`src/rtl/sram_arbiter_pkg.sv`:
```
// sram_arbiter_pkg: shared state encoding, port indices and elaboration helpers
package sram_arbiter_pkg;

  typedef enum logic [2:0] {
    IDLE,
    SETUP,
    WRITE,
    HOLD,
    READ
  } state_e;

  localparam logic PORT_CPU   = 1'b0;
  localparam logic PORT_VOICE = 1'b1;

  function automatic int max2(input int a, input int b);
    return (a > b) ? a : b;
  endfunction

endpackage

```
`src/rtl/sram_rr_arb2.sv`:
```
// sram_rr_arb2: combinational two-way round-robin pick between CPU and voice ports
module sram_rr_arb2
  import sram_arbiter_pkg::*;
(
  input  logic [1:0] req,
  input  logic       last_grant,
  output logic       winner,
  output logic       valid
);

  // a lone requester always wins; a tie goes to the port that was not served last
  always_comb begin
    valid  = |req;
    winner = (req[PORT_CPU] && req[PORT_VOICE]) ? ~last_grant : req[PORT_VOICE];
  end

endmodule

```
`src/rtl/sram_arbiter.sv`:
```
// sram_arbiter: sequences a shared asynchronous SRAM for two round-robin requesters
module sram_arbiter
  import sram_arbiter_pkg::*;
#(
  parameter int DATA_WIDTH = 8,
  parameter int ADDR_WIDTH = 11,
  parameter int WE_CYCLES  = 2,
  parameter int RD_CYCLES  = 2
) (
  input  logic                  clk,
  input  logic                  rst_n,
  input  logic                  p0_req,
  input  logic                  p0_we,
  input  logic [ADDR_WIDTH-1:0] p0_addr,
  input  logic [DATA_WIDTH-1:0] p0_wdata,
  input  logic                  p1_req,
  input  logic                  p1_we,
  input  logic [ADDR_WIDTH-1:0] p1_addr,
  input  logic [DATA_WIDTH-1:0] p1_wdata,
  output logic                  p0_gnt,
  output logic                  p1_gnt,
  output logic                  p0_rvalid,
  output logic                  p1_rvalid,
  output logic [DATA_WIDTH-1:0] rd_data,
  output logic                  busy,
  output logic [ADDR_WIDTH-1:0] sram_addr,
  output logic [DATA_WIDTH-1:0] sram_dout,
  output logic                  sram_data_oe,
  input  logic [DATA_WIDTH-1:0] sram_din,
  output logic                  sram_we_n,
  output logic                  sram_oe_n
);

  localparam int CNT_W = $clog2(max2(WE_CYCLES, RD_CYCLES) + 1);

  state_e                state_q, state_d;
  logic [CNT_W-1:0]      cnt_q, cnt_d;
  logic                  last_q, last_d;
  logic                  owner_q, owner_d;
  logic                  we_q, we_d;
  logic [ADDR_WIDTH-1:0] addr_q, addr_d;
  logic [DATA_WIDTH-1:0] dout_q, dout_d;
  logic [DATA_WIDTH-1:0] rd_q, rd_d;
  logic [1:0]            gnt_q, gnt_d;
  logic [1:0]            rv_q, rv_d;
  logic                  busy_q, busy_d;
  logic                  we_n_q, we_n_d;
  logic                  oe_n_q, oe_n_d;
  logic                  data_oe_q, data_oe_d;

  logic                  win;
  logic                  win_valid;
  logic                  take;
  logic                  last_beat;

  sram_rr_arb2 u_arb (
    .req        ({p1_req, p0_req}),
    .last_grant (last_q),
    .winner     (win),
    .valid      (win_valid)
  );

  assign take      = (state_q == IDLE) && win_valid;
  assign last_beat = cnt_q == CNT_W'(1);

  // state and every output flop; reset forces strobes inactive without waiting for a clock
  always_ff @(posedge clk or negedge rst_n) begin
    if (!rst_n) begin
      state_q   <= IDLE;
      cnt_q     <= '0;
      last_q    <= PORT_VOICE;
      owner_q   <= PORT_CPU;
      we_q      <= 1'b0;
      addr_q    <= '0;
      dout_q    <= '0;
      rd_q      <= '0;
      gnt_q     <= '0;
      rv_q      <= '0;
      busy_q    <= 1'b0;
      we_n_q    <= 1'b1;
      oe_n_q    <= 1'b1;
      data_oe_q <= 1'b0;
    end else begin
      state_q   <= state_d;
      cnt_q     <= cnt_d;
      last_q    <= last_d;
      owner_q   <= owner_d;
      we_q      <= we_d;
      addr_q    <= addr_d;
      dout_q    <= dout_d;
      rd_q      <= rd_d;
      gnt_q     <= gnt_d;
      rv_q      <= rv_d;
      busy_q    <= busy_d;
      we_n_q    <= we_n_d;
      oe_n_q    <= oe_n_d;
      data_oe_q <= data_oe_d;
    end
  end

  // next state plus transaction capture; address and write data move only when leaving IDLE
  always_comb begin
    state_d = state_q;
    cnt_d   = cnt_q;
    last_d  = last_q;
    owner_d = owner_q;
    we_d    = we_q;
    addr_d  = addr_q;
    dout_d  = dout_q;
    rd_d    = rd_q;
    case (state_q)
      IDLE: begin
        if (win_valid) begin
          state_d = SETUP;
          last_d  = win;
          owner_d = win;
          we_d    = win ? p1_we : p0_we;
          addr_d  = win ? p1_addr : p0_addr;
          dout_d  = win ? p1_wdata : p0_wdata;
        end
      end
      SETUP: begin
        state_d = we_q ? WRITE : READ;
        cnt_d   = we_q ? CNT_W'(WE_CYCLES) : CNT_W'(RD_CYCLES);
      end
      WRITE: begin
        cnt_d   = cnt_q - CNT_W'(1);
        state_d = last_beat ? HOLD : WRITE;
      end
      HOLD: state_d = IDLE;
      READ: begin
        cnt_d   = cnt_q - CNT_W'(1);
        state_d = last_beat ? IDLE : READ;
        rd_d    = last_beat ? sram_din : rd_q;
      end
      default: state_d = IDLE;
    endcase
  end

  // strobes are decoded from the next state so they leave a flop directly and cannot glitch
  always_comb begin
    busy_d    = state_d != IDLE;
    we_n_d    = state_d != WRITE;
    oe_n_d    = state_d != READ;
    data_oe_d = we_d && (state_d inside {SETUP, WRITE, HOLD});
    gnt_d     = {2{take}} & {win, ~win};
    rv_d      = {2{(state_q == READ) && last_beat}} & {owner_q, ~owner_q};
  end

  assign p0_gnt       = gnt_q[PORT_CPU];
  assign p1_gnt       = gnt_q[PORT_VOICE];
  assign p0_rvalid    = rv_q[PORT_CPU];
  assign p1_rvalid    = rv_q[PORT_VOICE];
  assign rd_data      = rd_q;
  assign busy         = busy_q;
  assign sram_addr    = addr_q;
  assign sram_dout    = dout_q;
  assign sram_data_oe = data_oe_q;
  assign sram_we_n    = we_n_q;
  assign sram_oe_n    = oe_n_q;

endmodule

```
`config.mk`:
```
export PLATFORM = sky130hd
export DESIGN_NAME = sram_arbiter
export DESIGN_NICKNAME = d
export VERILOG_FILES = /design/src/rtl/sram_arbiter_pkg.sv /design/src/rtl/sram_rr_arb2.sv /design/src/rtl/sram_arbiter.sv
export SDC_FILE = /design/constraint.sdc
export NUM_CORES = 1
export LEC_CHECK = 0
export ABC_AREA = 1
export CAP_MARGIN = 20
export CORE_MARGIN = 2
export CORE_UTILIZATION = 30
export CTS_CLUSTER_SIZE = 30
export DETAILED_ROUTE_END_ITERATION = 8
export GPL_ROUTABILITY_DRIVEN = 1
export SLEW_MARGIN = 20
export SYNTH_ARGS = -nofsm -noshare
export SYNTH_HDL_FRONTEND = slang
export SYNTH_SLANG_ARGS = --single-unit
```
`constraint.sdc`:
```
create_clock -name clk -period 3.7 [get_ports clk]
set_clock_uncertainty 0.2 [all_clocks]
set_input_delay 1.11 -clock clk [delete_from_list [all_inputs] [get_ports clk]]
set_output_delay 1.11 -clock clk [all_outputs]
set_load 0.01 [all_outputs]
```
==> qor.txt <==
layout cells sized above 1: 0.0697
GRT Overall Usage: 0.122
WP data required: 3.72 ns
hpwl dp: 2.92 mm
DIE HEIGHT: 82.0 um
Lkg Pwr: 1.33 nW
filler cell count in the final layout: 570
post-DR wirelength/cell: 11.2 um
CTS clk-pin slew, worst paths: 0.08 ns
Final period util: 0.728
Pins Over Slew Limit: 0
Setup CP Type: in2reg
vias per cell: 4.24
CTS tree: yes
Slew @ Worst Pin: 0.929 ns
Max-slew headroom: 0.381
Area after DPL: 2710 um2
commonest non-fill, non-tap cell in the layout: clkdlybuf4s50_1
drt pass-1 iters: 4
Max Fclk: 371 MHz
Post-CTS Setup Repair Bufs: 0
layout net count: 339
final hold vios: 0
hold crit path type: reg2reg
met3 wire len: 383 um
worst-path fanout max: 26
most frequent cells in the layout: 85 x clkdlybuf4s50_1, 78 x nand2_1, 40 x dfrtp_1
antenna fix cells: 0
Final Util: 0.483
via count: 1536
Yosys cell types: 22
fin area: 2840 um2
drt initial violations: 56
vias in the first global route: 1473
clock latency on the worst-skew pair: 0.28 ns
Seq/Total Area, Yosys: 0.592
status: completed
max-cap violation count: 0
cts-stage hold buffer count: 0
largest cells by area after synthesis: dfrtp_1 55%, nand2_1 16%, nand3_1 6.0%
Root Driver: clkbuf_8
Ys Warns: 0
highest routed metal layer: met4
Post-Syn Nets: 253
mean area per synthesized cell: 9.12 um2
Initial Util: 0.310
largest net degree at the start of global routing: 44
Placer Congestion: 0.710
CP Launch Type: primary input
clock buffer depth: 2
unrepaired setup endpoints after global routing: no
Worst Setup End Kind: flop
Die X: 82.0 um
pwr/cell area: 777 nW/um2
Peak VDD IR: 0.276 mV
Synth Instances: 200
Overflow after GRT: 0
Detail Route met2 WL: 1.92 mm
post_cts resized: 0
Residual DRC: 0
drt total wl: 4.06 mm
WP data arrival: 2.72 ns
crit path time final: 2.70 ns
Buffers on Ports: 86
Post-Syn Area: 1820 um2
flops & latches, synth: 43
DIE AREA: 6720 um2
Core Box Area: 5890 um2
Area growth syn-to-layout: 55.7%
IO Count: 87
met1 wire length: 1.71 mm
first-pass GRT wire length: 6.21 mm
post-synth top area cell: dfrtp_1
CTS H-tree depth: 2
initial antenna violation count: 0
r2r setup slk: 1.86 ns
clk sinks: 43
Yosys top cell area share: 0.549
Core Rows: 28
Inserted Clock Buffers: 5
setup violators final: 0
post-detailed-route count of antenna-violating nets: 0
setup tns final: 0 ns
registers in the layout, summed over array words and instances, names as in the netlist:
register      flops
sram_we_n         1
state_q           3
sram_dout         8
rd_data           8
sram_data_oe      1
cnt_q             2
last_q            1
sram_oe_n         1
gnt_q             2
busy              1
sram_addr        11
rv_q              2
owner_q           1
we_q              1
worst max-delay path, cell delays in order:
cell and delay (ns):
clkdlybuf4s50_1 0.53, inv_1 0.07, nand2_2 0.08, nand3_4 0.25, nor2_4 0.48, nand2_1 0.10
nand3_1 0.09
metrics by stage:
step | std cells | power (W) | setup WS, ns | hold slack, ns
after detailed placement | 354 | 0.00181 | 0.663 | 0.220
after global routing | 362 | 0.00238 | 0.846 | 0.255
after global placement | 354 | 0.00180 | 0.697 | 0.215
final | 362 | 0.00221 | 1.00 | 0.230
after floorplan | 200 | 0.00133 | 1.71 | 0.201
after CTS | 362 | 0.00225 | 0.967 | 0.232
cell type report:
cell class / count / area, um2 / share of cell area
clock buffers: 6 / 72.6 / 0.0256
clock inverters: 2 / 60.1 / 0.0211
inverters: 20 / 75.1 / 0.0264
multi-input cells: 130 / 603 / 0.212
flip-flops and latches: 43 / 1080 / 0.380
well taps: 75 / 93.8 / 0.0330
repair buffers: 86 / 856 / 0.301
final timing paths:
path	depth (start not counted)	start	end
hold / removal	1	owner_q	rv_q[0]
max in group asynchronous	1	rst_n	sram_dout[0]
setup reg to reg	5	state_q[1]	sram_addr[7]
hold reg to reg	1	owner_q	rv_q[0]
setup / recovery	7	p0_req	sram_addr[7]
min in group asynchronous	1	rst_n	cnt_q[0]
cell usage after synthesis (all sizes together):
cell / instances
nand3: 24
o21a: 1
nor2: 9
dfstp: 3
nand3b: 1
buf: 7
inv: 20
a21oi: 4
o21ai: 9
ha: 1
o22ai: 1
nor3: 1
nand2: 79
dfrtp: 40
logic make-up after synthesis:
logic type                 synth area share
AOI/OAI and AO/OA                    0.0494
adders and majority gates           0.00686
DFF                                   0.592
buffers and inverters                0.0775
and+or+nand+nor                       0.274
where the power goes:
part	total [W]	leakage [nW]	internal, W	switching (W)
Combinational	0.000968	0.743	0.000505	0.000463
Clock	0.000421	0.0654	0.000270	0.000151
Sequential	0.000818	0.521	0.000699	0.000119
layer usage:
metal	vias up	GRT usage
li1	793	-
met1	673	0.135
met2	63	0.214
met4	0	0.0400
met5	-	0
met3	7	0.0473
No activity file was read; power rests on OpenSTA's default activity.
